[src/rtl/program_loader_pkg.sv]
// -----------------------------------------------------------------------------
// program_loader_pkg
// Shared definitions for the byte-stream boot loader: FSM state encoding,
// frame constants and checksum width. Imported by program_loader and
// loader_word_assembler.
// -----------------------------------------------------------------------------
package program_loader_pkg;

  typedef enum logic [2:0] {
    ST_IDLE  = 3'd0,
    ST_LEN0  = 3'd1,
    ST_LEN1  = 3'd2,
    ST_DATA  = 3'd3,
    ST_CSUM  = 3'd4,
    ST_DONE  = 3'd5,
    ST_ERROR = 3'd6
  } state_t;

  // Frame start byte used when the top-level MAGIC parameter is left alone.
  localparam logic [7:0] DEFAULT_MAGIC = 8'hA5;

  // Number of length bytes following MAGIC (LEN_LO, LEN_HI).
  localparam int LEN_BYTES = 2;

  // Width of the wrapping data checksum.
  localparam int CSUM_W = 8;

  // Width of the byte-within-word index (4 bytes per 32-bit word).
  localparam int BYTE_IDX_W = 2;

endpackage

[src/rtl/loader_word_assembler.sv]
// -----------------------------------------------------------------------------
// loader_word_assembler
// Collects four bytes into a little-endian 32-bit word. Byte k of a word lands
// in bits [8k+7:8k]. The completed word and its strobe are presented
// combinationally on the cycle the fourth byte is shifted in, so the parent can
// register the memory write with a single cycle of latency.
//
// Ports:
//   clk        clock, rising edge
//   rst_n      asynchronous reset, active-low
//   clear      restart assembly at byte 0 (frame start)
//   shift_en   byte_in is accepted this cycle
//   byte_in    incoming data byte
//   word       assembled word (valid when word_done = 1)
//   word_done  fourth byte of a word is being accepted this cycle
// -----------------------------------------------------------------------------
module loader_word_assembler
  import program_loader_pkg::*;
(
  input  logic        clk,
  input  logic        rst_n,
  input  logic        clear,
  input  logic        shift_en,
  input  logic [7:0]  byte_in,
  output logic [31:0] word,
  output logic        word_done
);

  logic [23:0]           shreg_p0;
  logic [BYTE_IDX_W-1:0] byte_idx_p0;

  // Stage p0: hold bytes 0..2 of the current word, newest at the top.
  always_ff @(posedge clk or negedge rst_n) begin
    if (!rst_n) begin
      shreg_p0    <= '0;
      byte_idx_p0 <= '0;
    end else if (clear) begin
      shreg_p0    <= '0;
      byte_idx_p0 <= '0;
    end else if (shift_en) begin
      shreg_p0    <= {byte_in, shreg_p0[23:8]};
      byte_idx_p0 <= byte_idx_p0 + 2'd1;
    end
  end

  // After three shifts shreg_p0 = {b2, b1, b0}; the live byte is b3.
  assign word      = {byte_in, shreg_p0};
  assign word_done = shift_en && (byte_idx_p0 == 2'd3);

endmodule

[src/rtl/program_loader.sv]
// -----------------------------------------------------------------------------
// program_loader
// Byte-stream boot loader. Parses frames of the form
//   MAGIC, LEN_LO, LEN_HI, LEN*4 data bytes (little-endian words), CSUM
// and writes each word into instruction memory at BASE_ADDR + 4*index.
// The CPU is held in reset until a frame with a matching checksum completes.
//
// Ports:
//   I_clk           clock, rising edge
//   I_rst           asynchronous reset, active-low
//   I_rx_data       incoming byte
//   I_rx_valid      I_rx_data valid this cycle
//   O_rx_ready      always 1, the loader never back-pressures
//   O_mem_we        one-cycle instruction-memory write strobe
//   O_mem_addr      byte address of the write
//   O_mem_wdata     assembled write word
//   O_cpu_hold      active-high CPU reset request (0 only in DONE)
//   O_done          last frame loaded successfully
//   O_error         last frame failed (bad length, checksum or timeout)
//   O_words_loaded  words written in the current or last frame
// -----------------------------------------------------------------------------
module program_loader
  import program_loader_pkg::*;
#(
  parameter logic [31:0] BASE_ADDR = 32'h0000_0000,
  parameter int          MAX_WORDS = 1024,
  parameter logic [7:0]  MAGIC     = DEFAULT_MAGIC,
  parameter int          TIMEOUT   = 100000
) (
  input  logic        I_clk,
  input  logic        I_rst,
  input  logic [7:0]  I_rx_data,
  input  logic        I_rx_valid,
  output logic        O_rx_ready,
  output logic        O_mem_we,
  output logic [31:0] O_mem_addr,
  output logic [31:0] O_mem_wdata,
  output logic        O_cpu_hold,
  output logic        O_done,
  output logic        O_error,
  output logic [15:0] O_words_loaded
);

  localparam logic [31:0] MAX_WORDS_U  = MAX_WORDS;
  localparam logic [31:0] TIMEOUT_LAST = TIMEOUT - 1;

  function automatic logic [CSUM_W-1:0] csum_add(input logic [CSUM_W-1:0] acc,
                                                 input logic [7:0]        b);
    return acc + b;
  endfunction

  state_t            state;
  logic [7:0]        len_lo;
  logic [15:0]       len_r;
  logic [CSUM_W-1:0] csum;
  logic [31:0]       word_idx;
  logic [31:0]       idle_cnt;

  logic              mem_vld_p1;
  logic [31:0]       mem_addr_p1;
  logic [31:0]       mem_wdata_p1;

  logic              accept;
  logic              frame_start;
  logic              in_frame;
  logic              timed_out;
  logic              asm_shift;
  logic [31:0]       asm_word;
  logic              asm_done;
  logic [15:0]       len_full;
  logic              last_word;

  assign O_rx_ready = 1'b1;
  assign accept     = I_rx_valid;

  assign frame_start = accept && (I_rx_data == MAGIC) &&
                       (state == ST_IDLE || state == ST_DONE || state == ST_ERROR);
  assign in_frame    = (state == ST_LEN0) || (state == ST_LEN1) ||
                       (state == ST_DATA) || (state == ST_CSUM);
  assign timed_out   = in_frame && !accept && (idle_cnt == TIMEOUT_LAST);
  assign asm_shift   = accept && (state == ST_DATA);
  assign len_full    = {I_rx_data, len_lo};
  assign last_word   = (word_idx == ({16'd0, len_r} - 32'd1));

  loader_word_assembler u_asm (
    .clk       (I_clk),
    .rst_n     (I_rst),
    .clear     (frame_start),
    .shift_en  (asm_shift),
    .byte_in   (I_rx_data),
    .word      (asm_word),
    .word_done (asm_done)
  );

  always_ff @(posedge I_clk or negedge I_rst) begin
    if (!I_rst) begin
      state          <= ST_IDLE;
      len_lo         <= '0;
      len_r          <= '0;
      csum           <= '0;
      word_idx       <= '0;
      idle_cnt       <= '0;
      mem_vld_p1     <= 1'b0;
      mem_addr_p1    <= BASE_ADDR;
      mem_wdata_p1   <= '0;
      O_words_loaded <= '0;
      O_done         <= 1'b0;
      O_error        <= 1'b0;
      O_cpu_hold     <= 1'b1;
    end else begin
      // Stage p1: memory write issued the cycle after a word's fourth byte.
      mem_vld_p1 <= asm_done;
      if (asm_done) begin
        mem_addr_p1    <= BASE_ADDR + (word_idx << 2);
        mem_wdata_p1   <= asm_word;
        word_idx       <= word_idx + 32'd1;
        O_words_loaded <= O_words_loaded + 16'd1;
      end

      // Idle time is only measured while a frame is in progress.
      if (!in_frame || accept) begin
        idle_cnt <= '0;
      end else begin
        idle_cnt <= idle_cnt + 32'd1;
      end

      if (frame_start) begin
        state          <= ST_LEN0;
        O_done         <= 1'b0;
        O_error        <= 1'b0;
        O_cpu_hold     <= 1'b1;
        csum           <= '0;
        word_idx       <= '0;
        O_words_loaded <= '0;
      end else if (timed_out) begin
        state      <= ST_ERROR;
        O_error    <= 1'b1;
        O_cpu_hold <= 1'b1;
      end else if (accept) begin
        case (state)
          ST_LEN0: begin
            len_lo <= I_rx_data;
            state  <= ST_LEN1;
          end
          ST_LEN1: begin
            len_r <= len_full;
            if ({16'd0, len_full} > MAX_WORDS_U) begin
              state      <= ST_ERROR;
              O_error    <= 1'b1;
              O_cpu_hold <= 1'b1;
            end else if (len_full == 16'd0) begin
              state <= ST_CSUM;
            end else begin
              state <= ST_DATA;
            end
          end
          ST_DATA: begin
            csum <= csum_add(csum, I_rx_data);
            if (asm_done && last_word) begin
              state <= ST_CSUM;
            end
          end
          ST_CSUM: begin
            if (I_rx_data == csum) begin
              state      <= ST_DONE;
              O_done     <= 1'b1;
              O_cpu_hold <= 1'b0;
            end else begin
              state      <= ST_ERROR;
              O_error    <= 1'b1;
              O_cpu_hold <= 1'b1;
            end
          end
          default: ;
        endcase
      end
    end
  end

  assign O_mem_we    = mem_vld_p1;
  assign O_mem_addr  = mem_addr_p1;
  assign O_mem_wdata = mem_wdata_p1;

endmodule

[config.mk]
export PLATFORM = sky130hd
export DESIGN_NAME = program_loader
export DESIGN_NICKNAME = d
export VERILOG_FILES = /design/src/rtl/program_loader_pkg.sv /design/src/rtl/loader_word_assembler.sv /design/src/rtl/program_loader.sv
export SDC_FILE = /design/constraint.sdc
export NUM_CORES = 1
export LEC_CHECK = 0
export CAP_MARGIN = 20
export CORE_MARGIN = 2
export CORE_UTILIZATION = 50
export DETAILED_ROUTE_END_ITERATION = 6
export DONT_BUFFER_PORTS = 1
export PLACE_DENSITY = 0.73
export SLEW_MARGIN = 20
export SYNTH_ARGS = -nofsm -noshare
export SYNTH_HDL_FRONTEND = slang
export SYNTH_HIERARCHICAL = 1
export SYNTH_SLANG_ARGS = --single-unit
[constraint.sdc]
create_clock -name I_clk -period 4.3 [get_ports I_clk]
set_input_delay 0.86 -clock I_clk [delete_from_list [all_inputs] [get_ports I_clk]]
set_output_delay 0.86 -clock I_clk [all_outputs]
set_load 0.02 [all_outputs]
==> results of run 1 <==
-- state kept, by name (all words and copies together), names as in the netlist --
name,count
u_asm/shreg_p0,24
O_words_loaded,16
len_r,16
state,3
u_asm/byte_idx_p0,2
word_idx,32
O_error,1
O_mem_wdata,32
idle_cnt,32
len_lo,8
csum,8
O_mem_we,1
O_mem_addr,30
O_cpu_hold,1
O_done,1
-- layer usage --
layer | GRT usage (%) | up-vias | wire [um] | part of all wire (%)
li1 | - | 3237 | - | -
met1 | 25.6 | 3318 | 9200 | 45
met2 | 30.7 | 138 | 9670 | 48
met3 | 3.81 | 30 | 955 | 4.7
met4 | 5.15 | 0 | 485 | 2.4
met5 | 0 | - | 0 | 0
-- cell type report --
class	instances	area share (%)
Tap cell	270	3.05
Timing Repair Buffer	10	0.679
Clock inverter	12	1.67
Inverter	17	0.577
Clock buffer	29	5.68
Multi-Input combinational cell	668	41.5
Sequential cell	207	46.8
-- cells in the mapped netlist, types with 21 or more instances --
master / number / area (um2)
clkbuf_1: 37 / 139
dfrtp_1: 206 / 5150
mux2_2: 80 / 901
mux2i_1: 30 / 300
nand2_1: 54 / 203
nand3_1: 41 / 205
nand4_1: 21 / 131
nor2_1: 135 / 507
nor3_1: 22 / 110
nor4_1: 21 / 131
xnor2_1: 42 / 368
xor2_1: 60 / 526
-- logic make-up after synthesis --
logic type | count (synthesis) | synth area share, %
AOI/OAI and AO/OA | 73 | 4.76
xor gates and xnor gates | 102 | 8.81
adders and majority gates | 13 | 1.68
buffers and inverters | 79 | 3.85
DFF | 207 | 51.1
muxes | 110 | 11.8
other | 2 | 0.0740
and+or+nand+nor | 367 | 17.9
-- metrics by stage --
step / instances / setup slack (ps)
floorplan: 954 / 1140
global placement: 1172 / 1100
detailed placement: 1172 / 954
CTS: 1213 / 1010
global route: 1213 / 706
finish: 1213 / 1030
-- worst register-to-register path: cells and delay by family, from the launching register on --
kind                   cells  cell delay (ps)
AND/OR/NAND/NOR            6             1530
AO/OA/AOI/OAI              3              880
buffers and inverters      1              190
flip-flops                 1              520
-- final timing paths --
check	start	endpoint	slack, ps	cells past startpoint
worst max-delay path	state[1]	state[0]	1030	10
worst min-delay path	I_rst	word_idx[1]	60	0
min in group I_clk	csum[7]	csum[7]	490	1
worst max register to register	state[1]	state[0]	1030	10
worst min register to register	csum[7]	csum[7]	490	1
max in group asynchronous	I_rst	csum[5]	3740	0
-- report_power, final --
part           leakage, nW  total, mW  internal, mW  switching [mW]
Sequential            2.76       2.97          2.37           0.590
Combinational         1.75       1.44         0.706           0.735
Clock                0.400       2.09          1.28           0.801
==> out/qor.txt, run 1 <==
Most common cell after layout, fill and taps aside = dfrtp_1
FF+latch area = 0.00518 mm2
Layout cell share with drive strength beyond 1 = 15.2%
Tightest Hold Check Type = in2async
Gpl congestion = 0.825
Design area = 0.0111 mm2
RSZ-0062 raised after global routing = false
Hpwl dp = 13.4 mm
Total wire length = 20.3 mm
Status = complete, no violations
Global-route wire length before repair = 33.6 mm
Slew headroom = 40.9%
Max stage delay on crit path = 520 ps
CTS Sinks = 207
CTS hold repair buffers = 0
Synthesized area per cell = 10.6 um2
Min Hold Slack = 56.8 ps
Static leakage = 4.92 nW
Latest clock arrival within the worst-skew pair = 520 ps
Drt wl/cell = 16.7 um
Sum Neg Setup Slack = 0 ps
Starting Density = 50.5%
Multi-input logic area = 0.00459 mm2
Buffers & Inverters on Critical Path = 1
Critical path peak fanout = 13
#FFs+latches synth = 207
Unique masters post-synth = 62
Pin count of the biggest net entering global routing = 208
Cells after Synth = 953
Std-Cell Rows = 52
Most used DFF post-synth = dfrtp_1
CP delay by family, top = simple AND/OR/NAND/NOR gates
Netlist Area Pre-Place = 0.0101 mm2
Crit-path cells = nor2b_1 > nand3_1 > inv_1 > and2_4 > nand2_1 > nor3_1 > o2111ai_1 > or3_1 > a2111oi_0 > a211oi_1
Total track usage = 18.8%
Pwr Total = 6.49 mW
Slew @ Worst Pin = 886 ps
Max frequency = 0.306 GHz
Nature of the critical path startpoint = flop
Max-cap violations = 0
Ant diodes = 0
Crit Path Class = reg2reg
I/O Pins = 96
Post-synthesis sequential area ratio = 51.1%
CTS tree = yes
Reg clk slew, reported paths = 60 ps
Setup-failing EPs final = 0
PostCTS Resize Cnt = 0
Postcts setup bufs = 0
Fillers = 1677
Min Tclk post-route = 3270 ps
Crit path required time = 4660 ps
Vias in the first global route = 6629
VDD IR max = 0.000393 V
Die span in y = 146 um
WP data arrival = 3630 ps
Die area = 0.0214 mm2
Vias/cell = 5.54
DRT antenna net count = 0
Ys async rst share = 100%
First drt pass iteration count = 5
Fin util = 55.0%
Global-route congestion overflow total = 0
Initial antenna violation count = 0
Final slew viol count = 0
Clock Path Buffers = 3
Instance area at placement = 0.0102 mm2
Post-synth EDFFs = 0
CTS buffer count = 23
Tcrit/Tclk final = 76.1%
Final hold vios = 0
Synth warn = 6
Pwr per Cell Area = 587 mW/mm2
Htree depth = 1
CP max stage cell = dfrtp_1
DR iter-0 viols = 361
Drt drc = 0
Input/output buffers = 0
Core box area = 0.0201 mm2
Most frequent cells in the layout = 206 x dfrtp_1, 134 x nor2_1, 80 x mux2_2, 60 x xor2_1, 54 x nand2_1
Die width = 146 um
Layout Skew = 17.2 ps
Area Overhead vs Synth = 9.05%
Via count = 6723
Fin nets = 951
CTS Root Cell = clkbuf_16
Endpoint type of the worst setup path = flop
No activity file was read; power rests on OpenSTA's default activity.
==> run 2, diff against run 1 <==
- PLACE_DENSITY: 0.73 -> 0.76
- clock period: 4.3 -> 2.85 ns (I/O delays scaled with it)
==> out/qor.txt, run 2 (synthesis gave the netlist of run 1 again) <==
Tcrit/Tclk final = 93.2%
Vias/cell = 5.60
Gpl congestion = 0.861
CTS Root Cell = clkbuf_16
Final slew viol count = 0
I/O Pins = 96
Std-Cell Rows = 52
Most common cell after layout, fill and taps aside = dfrtp_1
Reg clk slew, reported paths = 70 ps
First drt pass iteration count = 5
Instance area at placement = 0.0104 mm2
Final hold vios = 206
Slew headroom = 59.6%
Die span in y = 146 um
VDD IR max = 0.000560 V
Min Tclk post-route = 2660 ps
Crit path required time = 3250 ps
Static leakage = 4.97 nW
CTS tree = yes
Drt wl/cell = 17.1 um
Status = complete, but fails checks
Min Hold Slack = -231 ps
Total wire length = 21.0 mm
Fin nets = 968
Pwr Total = 9.72 mW
DRT antenna net count = 0
Max-cap violations = 0
Max frequency = 0.377 GHz
Critical path peak fanout = 5
Drt drc = 0
Starting Density = 50.5%
Pin count of the biggest net entering global routing = 208
Die area = 0.0214 mm2
Htree depth = 1
Setup-failing EPs final = 0
Failing checks = negative hold slack
Layout cell share with drive strength beyond 1 = 16.6%
Crit Path Class = reg2reg
Input/output buffers = 0
DR iter-0 viols = 478
RSZ-0062 raised after global routing = false
Slew @ Worst Pin = 600 ps
Hpwl dp = 13.8 mm
CTS Sinks = 207
Via count = 6873
Total track usage = 20.0%
Initial antenna violation count = 0
Layout Skew = 11.9 ps
Global-route wire length before repair = 35.4 mm
WP data arrival = 3050 ps
Die width = 146 um
Core box area = 0.0201 mm2
Clock Path Buffers = 3
Ant diodes = 0
Design area = 0.0111 mm2
Multi-input logic area = 0.00460 mm2
Endpoint type of the worst setup path = flop
Fillers = 1702
Tightest Hold Check Type = in2async
Pwr per Cell Area = 872 mW/mm2
Vias in the first global route = 6904
CTS buffer count = 22
Nature of the critical path startpoint = flop
Global-route congestion overflow total = 0
Most frequent cells in the layout = 206 x dfrtp_1, 135 x nor2_1, 80 x mux2_2, 60 x xor2_1, 54 x nand2_1
Latest clock arrival within the worst-skew pair = 500 ps
FF+latch area = 0.00518 mm2
Area Overhead vs Synth = 9.84%
run 2: cell count changes in the layout (fill, tap and decap cells not counted), sizes merged:
| cell | before | now |
|---|---|---|
| clkbuf | 29 | 30 |
| bufinv | 4 | 2 |
| buf | 10 | 28 |
| inv | 19 | 17 |
run 2: metal layers:
metal	share of wire [%]	track usage (%)	vias up	routed length, um
li1	-	-	3264	-
met1	45	28.2	3433	9530
met2	49	33.0	151	10200
met3	4.3	3.09	25	894
met4	1.6	4.13	0	332
met5	0	0	-	0
run 2: cell type report:
type	instances	share of cell area, %
Tap cell	270	3.03
Multi-Input combinational cell	668	41.3
Clock buffer	30	5.76
Inverter	17	0.573
Sequential cell	207	46.5
Clock inverter	8	0.842
Timing Repair Buffer	28	2.00
run 2: what timing repair did:
action / 4_1_cts / 5_1_grt
hold endpoints to repair: 207 / 206
gates resized for setup: 0 / 2
setup endpoints to repair: 0 / 3
setup buffers: 0 / 1
run 2: worst paths after layout:
kind                              start            end  slack [ps]  cells after the start
setup / recovery              len_r[11]       state[1]         190                      7
hold / removal                    I_rst  O_mem_addr[7]        -230                      0
setup reg to reg              len_r[11]       state[1]         190                      7
hold reg to reg                 csum[7]        csum[7]         500                      1
max in group asynchronous         I_rst   idle_cnt[16]        2600                      0
min in group I_clk         I_rx_data[7]      len_r[15]         200                      2
run 2: critical path, stage by stage (launching register included):
cell and delay, ps:
dfrtp_1 450, or4_1 600, nor4_4 320, nand4_1 180, a2111oi_2 330, o2111ai_1 160
o31a_1 290, a31o_1 220
run 2: per-stage QoR:
| step | util, % | setup TNS [ps] | setup WS, ps | hold WS [ps] | instances |
|---|---|---|---|---|---|
| 2_1_floorplan | - | -37.6 | -18.8 | 274 | 954 |
| 3_3_place_gp | 51.7 | 0 | 119 | 281 | 1189 |
| 3_5_place_dp | 51.7 | 0 | 21.5 | 282 | 1189 |
| 4_1_cts | 55.4 | 0 | 19.8 | -252 | 1227 |
| 5_1_grt | 55.4 | 0 | 27.0 | -253 | 1228 |
| 6_report | 55.4 | 0 | 195 | -231 | 1228 |
run 2: power by group:
group	internal (mW)	switching (mW)	total [mW]
clock network	1.75	1.15	2.90
registers	3.58	0.814	4.40
logic	1.18	1.24	2.42
total	6.51	3.21	9.72
